## src/rtl/sif_pkg.sv

```systemverilog
// Shared types and constants for the SIF register bridge.
// The read-miss value lives here so the top level and the bench agree on it.
package sif_pkg;
    localparam int SIF_DW = 16;

    typedef logic [SIF_DW-1:0] sif_word_t;

    localparam sif_word_t SIF_RD_MISS = 16'h0000;
endpackage

```

## src/rtl/sif_regfile.sv

```systemverilog
// DEPTH x 16 register storage: synchronous write port and a registered read port.
// A read and a write in the same cycle return the pre-write contents.
module sif_regfile
    import sif_pkg::*;
#(
    parameter int DEPTH = 16
) (
    input  logic                     clk,
    input  logic                     rst,
    input  logic                     i_we,
    input  logic [$clog2(DEPTH)-1:0] i_waddr,
    input  sif_word_t                i_wdata,
    input  logic                     i_re,
    input  logic [$clog2(DEPTH)-1:0] i_raddr,
    output sif_word_t                o_rdata
);
    sif_word_t r_mem [DEPTH];
    sif_word_t r_rdata;

    // Both ports act on the same edge; nonblocking semantics give read-before-write.
    always_ff @(posedge clk) begin
        if (rst) begin
            for (int i = 0; i < DEPTH; i++) begin
                r_mem[i] <= '0;
            end
            r_rdata <= '0;
        end else begin
            if (i_we) begin
                r_mem[i_waddr] <= i_wdata;
            end
            if (i_re) begin
                r_rdata <= r_mem[i_raddr];
            end
        end
    end

    assign o_rdata = r_rdata;
endmodule

```

## src/rtl/sif_modport.sv

```systemverilog
// SIF register bridge: XA decode onto a local register file, miss read-back of zero,
// and a one-cycle-delayed write-announce (WA) mirror of every accepted XA write.
module sif_modport
    import sif_pkg::*;
#(
    parameter int          DEPTH = 16,
    parameter logic [15:0] BASE  = 16'h0000
) (
    input  logic      clk,
    input  logic      rst,
    input  sif_word_t xa_addr,
    input  sif_word_t xa_data_wr,
    input  logic      xa_wr_s,
    input  logic      xa_rd_s,
    output sif_word_t xa_data_rd,
    output sif_word_t wa_addr,
    output sif_word_t wa_data_wr,
    output logic      wa_wr_s
);
    localparam int          AW      = $clog2(DEPTH);
    localparam logic [16:0] DEPTH_W = 17'(DEPTH);

    // Strobe protocol: a strobe high at a rising edge is one accepted transfer.
    // There is no ready; every strobe outside reset is taken, back-to-back included.
    sif_word_t         w_offset;
    logic              w_hit;
    logic [AW-1:0]     w_idx;
    sif_word_t         w_rf_rdata;

    logic              r_rd_hit;
    sif_word_t         r_wa_addr;
    sif_word_t         r_wa_data;
    logic              r_wa_wr_s;

    // Unsigned 16-bit offset; a 17-bit compare lets BASE+DEPTH reach 16'h10000.
    assign w_offset = xa_addr - BASE;
    assign w_hit    = {1'b0, w_offset} < DEPTH_W;
    assign w_idx    = w_offset[AW-1:0];

    sif_regfile #(
        .DEPTH (DEPTH)
    ) u_regfile (
        .clk     (clk),
        .rst     (rst),
        .i_we    (xa_wr_s & w_hit),
        .i_waddr (w_idx),
        .i_wdata (xa_data_wr),
        .i_re    (xa_rd_s & w_hit),
        .i_raddr (w_idx),
        .o_rdata (w_rf_rdata)
    );

    always_ff @(posedge clk) begin
        if (rst) begin
            r_rd_hit  <= 1'b0;
            r_wa_addr <= '0;
            r_wa_data <= '0;
            r_wa_wr_s <= 1'b0;
        end else begin
            r_wa_wr_s <= xa_wr_s;
            if (xa_wr_s) begin
                r_wa_addr <= xa_addr;
                r_wa_data <= xa_data_wr;
            end
            if (xa_rd_s) begin
                r_rd_hit <= w_hit;
            end
        end
    end

    // Both r_rd_hit and the regfile read register only move on a read, so this holds.
    assign xa_data_rd = r_rd_hit ? w_rf_rdata : SIF_RD_MISS;
    assign wa_addr    = r_wa_addr;
    assign wa_data_wr = r_wa_data;
    assign wa_wr_s    = r_wa_wr_s;
endmodule

```

## config.mk

```make
export PLATFORM = sky130hd
export DESIGN_NAME = sif_modport
export DESIGN_NICKNAME = d
export VERILOG_FILES = /design/src/rtl/sif_pkg.sv /design/src/rtl/sif_regfile.sv /design/src/rtl/sif_modport.sv
export SDC_FILE = /design/constraint.sdc
export NUM_CORES = 1
export LEC_CHECK = 0
export ABC_AREA = 1
export BUFFER_PORTS_ARGS = -buffer_cell sky130_fd_sc_hd__clkbuf_2
export CAP_MARGIN = 20
export CORE_UTILIZATION = 55
export CTS_BUF_LIST = sky130_fd_sc_hd__clkbuf_8
export CTS_CLUSTER_DIAMETER = 80
export CTS_CLUSTER_SIZE = 20
export DETAILED_ROUTE_END_ITERATION = 7
export PLACE_DENSITY_LB_ADDON = 0.08
export SLEW_MARGIN = 20
export SYNTH_ARGS = -nofsm -noshare
export SYNTH_HDL_FRONTEND = slang
export SYNTH_SLANG_ARGS = --single-unit
```

## constraint.sdc

```tcl
create_clock -name clk -period 3.4 [get_ports clk]
set_input_delay 0.68 -clock clk [delete_from_list [all_inputs] [get_ports clk]]
set_output_delay 0.68 -clock clk [all_outputs]
set_load 0.005 [all_outputs]
```

Word level (Yosys, flattened, before mapping)
Memory sizes are Yosys's and may differ from the RTL's. A register that Yosys moved wholly into a read port is not among the register bits.
Index checks and enable logic that the tools add are counted.

word-level totals
  RAM bits = 256
  register bits = 34
  logic and storage cells = 18
  memory bits (read-only) = 0
  memories = 1
  output and inout bits = 49
  input port bits = 36
  bits in latches = 0

memories
  memory           words  width  read ports  clocked after Yosys merged registers in  wr ports  line               RTL
  u_regfile.r_mem  16     16     1           1                                        16        sif_regfile.sv:17  sif_word_t r_mem [DEPTH];

operators by class
  bitwise logic cells = 2
  $mul = 0
  $lt $le $gt $ge = 1
  reduce and logical (&&, ||, !) cells = 1
  divide/modulo/power cells = 0
  shifts and indexed selects = 0
  multiplexer cells = 9
  equality and inequality tests = 0
  $add $sub $neg = 0

operators with widths
  cell                                                                           number
  16-bit two-way mux                                                             2
  16-bit by 5-bit less-than comparator with 1-bit output, second input constant  1
  16-bit OR reduction                                                            1
  1-bit two-way mux                                                              6
  4-bit two-way mux                                                              1
  1-bit AND                                                                      2

Logic depth before layout (Yosys ltp)
  depth in word-level cells = 7
  depth in mapped cells = 12
  mapped depth without buffers = 9

Hierarchy
A second synthesis with hierarchy kept.

unflattened totals
  cell total of the unflattened synthesis = 1471
  area total of the unflattened synthesis = 13815.8 um2

modules (own cells, without submodules)
  module       cells each  seq. area each (um2)  area an instance (um2)  instances
  sif_regfile  1277        8007.7                12316.8                 1
  sif_modport  194         680.7                 1498.9                  1

Least setup slack after synthesis
Ideal clock, no wire load.

  path kind = input -> register
  start = input port xa_addr[7]
  end = memory u_regfile.r_mem[0][0] (netlist bit) (enable)
  data arrival time = 2641 ps
  library setup time = 411 ps
  buffers on the path = 1
  slack = 348 ps
  cell stages on the path = 8
  required time = 2989 ps
  cells stage by stage = inv_1 nand2_1 nor3_1 nand2_1 clkinv_2 nand3_2 buf_2 o21ai_0

RTL lines
  what                line               RTL
  start: declaration  sif_modport.sv:11  input sif_word_t xa_addr,
  end: declaration    sif_regfile.sv:17

Final worst setup path
  start = input port xa_addr[1]
  end = register u_regfile.r_rdata[7] (netlist: u_regfile.o_rdata[7]) (read register of u_regfile.r_mem)

on the way
  word-level cells in the longest chain between the ends = 2

RTL lines
  what                                                    line               RTL
  16-bit by 5-bit less-than comparator with 1-bit output  sif_modport.sv:37  assign w_hit = {1'b0, w_offset} < DEPTH_W;
  1-bit AND                                               sif_modport.sv:48  .i_re (xa_rd_s & w_hit),
  end: declaration                                        sif_regfile.sv:18  sif_word_t r_rdata;

Several ways; a longest one is shown, not always the timed one.
A chain may end at the register's enable or synchronous reset.

==> results.sh <==
export IMPL_area_delta_synth_final_pct=7.897
export IMPL_whs_ns=0.3465
export IMPL_path_buf_inv=3
export IMPL_clock_path_buffers=3
export IMPL_fillCellCount=2274
export IMPL_core_um2=25250
export IMPL_overflow=0
export IMPL_cts_resized=0
export IMPL_num_antenna_cells=0
export IMPL_synth_warning_count=0
export IMPL_route_detailed_drc=0
export IMPL_yosysTopAreaCell="edfxtp_1"
export IMPL_worstSetupPathType="primary input to flip-flop"
export IMPL_critPathMostFrequentCell="nand2_1"
export IMPL_sw_frac_of_total_pct=26.66
export IMPL_p_int_mw=4.961
export IMPL_ys_seq_area_share_pct=61.13
export IMPL_synth_seq_cells=306
export IMPL_initial_core_util_pct=56.28
export IMPL_slowest_delay_ns=0.54
export IMPL_slew_headroom_pct=34.48
export IMPL_dieHeight_um=162.8
export IMPL_hold_path_class="primary input to flip-flop"
export IMPL_seq_power_share_pct=63.3
export IMPL_synth_nets=1629
export IMPL_ant_nets=0
export IMPL_dpl_cell_area_um2=15000
export IMPL_crit_chain="clkbuf_2 -> inv_2 -> buf_4 -> nand2_1 -> nand2_1 -> nand2_1 -> nand3_1 -> nor2_1 -> nor2_1"
export IMPL_critPathArrivalTime_ns=2.82
export IMPL_antenna_found_initial=0
export IMPL_period_share_pct=69.25
export IMPL_min_period_ns=2.354
export IMPL_cts_buffers=19
export IMPL_critPathTopFamily="buffers and inverters"
export IMPL_clkPwrFrac_pct=25.5
export IMPL_drt_pass1_iterations=5
export IMPL_wirelength_mm=40.17
export IMPL_end_kind="flip-flop"
export IMPL_clock_fmax_ghz=0.4247
export IMPL_holdBufCountCts=0
export IMPL_max_vdd_ir_drop_mv=0.3101
export IMPL_power_density_nw_per_um2=441.1
export IMPL_rows=58
export IMPL_grt_use_met1_pct=44.36
export IMPL_grt_setup_unrepaired="no"
export IMPL_synth_top_area_share_pct=54.09
export IMPL_clkSlewWorstSetupHoldPaths_ns=0.12
export IMPL_drt_iter0_markers=1405
export IMPL_cts_sinks=306
export IMPL_maxSlewViolCount=0
export IMPL_setup_violations=0
export IMPL_cts_root_buf="clkbuf_8"
export IMPL_gp_congestion=0.9586
export IMPL_use_met3_pct=5.424
export IMPL_grt_max_degree=54
export IMPL_combPwrFrac_pct=11.2
export IMPL_post_drt_wl_per_cell_um=20.29
export IMPL_yosys_cell_types_count=23
export IMPL_cp_start_kind="primary input"
export IMPL_tightest_slew_ns=0.9767
export IMPL_io_pins=85
export IMPL_die_area_um2=26490
export IMPL_fp_dieW_um=162.8
export IMPL_clk_latency_ns=0.60
export IMPL_path_max_fanout=27
export IMPL_num_vias=11207
export IMPL_p_sw_mw=1.803
export IMPL_fin_skew_ns=0.04131
export IMPL_crit_slowest_cell="clkbuf_2"
export IMPL_syn_area_per_cell_um2=8.922
export IMPL_maxCapViolations=0
export IMPL_busiest_layer="met2"
export IMPL_tns_ns=0
export IMPL_netlist_top_cells_area="edfxtp_1 54%, nand2_1 18%, nor3_1 8.3%"
export IMPL_grt_usage_pct=30.84
export IMPL_syn_area_um2=14210
export IMPL_grt_pass1_vias=10257
export IMPL_syn_inst=1593
export IMPL_vias_per_cell=5.660
export IMPL_cp_required_ns=3.86
export IMPL_fin_nets=1673
export IMPL_cts_setup_buffers=0
export IMPL_cts_tree="yes"
export IMPL_leakage_nw=6.196
export IMPL_status="complete, no violations"
export IMPL_timing_hold_violations_final=0
export IMPL_drive_above_1_share_pct=12.91
export IMPL_fin_area_um2=15330
export IMPL_use_met2_pct=47.81
export IMPL_port_buffers=84
export IMPL_place_hpwl_mm=25.43
export IMPL_h_tree_depth=1
export IMPL_grt_first_pass_wirelength_mm=60.96
[power by group through the flow]
stage               Clock [mW]  Sequential, mW  Combinational [mW]
CTS                       1.74            4.28               0.748
finish                    1.73            4.28               0.759
global route              1.86            4.30               0.822
global placement             0            4.36               0.738
floorplan                    0            4.36               0.433
detailed placement           0            4.36               0.746
[area by class of cell]
cell class                 instances  area [um2]  share of cell area, %
clock inverter                    15       71.32                 0.4651
timing repair buffer             152       945.9                  6.168
multi-input combinational       1096        4720                  30.78
inverter                          62       235.2                  1.534
tap                              330       412.9                  2.693
sequential                       306        8688                  56.66
clock buffer                      19       261.5                  1.705
[metrics by stage]
step           power, mW  std cells  util, %  setup WS, ns
2_1_floorplan      4.792       1593        -        0.3483
3_3_place_gp       5.098       1946    59.40        0.6265
3_5_place_dp       5.110       1946    59.40        0.5661
4_1_cts            6.763       1980    60.72         1.163
5_1_grt            6.981       1980    60.72        0.9931
6_report           6.764       1980    60.72         1.046
[tightest hold or removal path, cell delays in order]
cell	delay, ns
clkbuf_2	0.08
inv_1	0.05
a21oi_1	0.06
[cells in the mapped netlist, drive strengths merged]
cell type,n
inv,42
edfxtp,256
clkbuf,63
nor3,257
nor2,63
a21oi,22
clkinv,20
dfxtp,50
o21ai,48
nand3,39
nand2,667
buf,66
[cells in the final DEF, fill, tap and decap left out, types with 5 or more instances in the layout]
cell	Yosys	final
a21oi_1	22	22
buf_4	2	68
clkbuf_2	0	83
clkbuf_8	0	19
clkinv_1	19	19
dfxtp_1	50	50
edfxtp_1	256	256
inv_1	38	49
nand2_1	664	662
nand2_2	3	5
nand3_1	35	35
nor2_1	59	59
nor3_1	237	237
nor3_2	20	20
o21ai_0	46	32
o21ai_1	2	16
[routing by layer]
layer  vias up  part of all wire (%)
met5         -                     0
met4         0                   3.3
met3        74                   8.8
met2       514                    46
met1      5271                    42
li1       5348                     -
[state kept, by name, indices dropped and copies added (netlist names)]
name and cells:
wa_wr_s 1, wa_addr 16, r_rd_hit 1, wa_data_wr 16, u_regfile.r_mem 256, u_regfile.o_rdata 16
[kinds of logic (layout without fill, tap and decap cells)]
kind of cell / after synthesis / in the layout / synth area share, %
flip-flops: 306 / 306 / 61.13
AO/OA/AOI/OAI: 70 / 70 / 2.465
buffers and inverters: 191 / 248 / 5.696
AND/OR/NAND/NOR: 1026 / 1026 / 30.71
[worst paths after layout]
path                                             from                   end  slack [ns]  cells after the start
worst max register to register  u_regfile.r_mem[2][7]  u_regfile.o_rdata[7]        1.94                      8
worst min-delay path                       xa_addr[6]            wa_addr[6]        0.35                      3
worst min register to register            wa_addr[11]           wa_addr[11]        0.52                      2
worst max-delay path                       xa_addr[1]  u_regfile.o_rdata[7]        1.05                      9
Power figures use the tool's default switching activity.
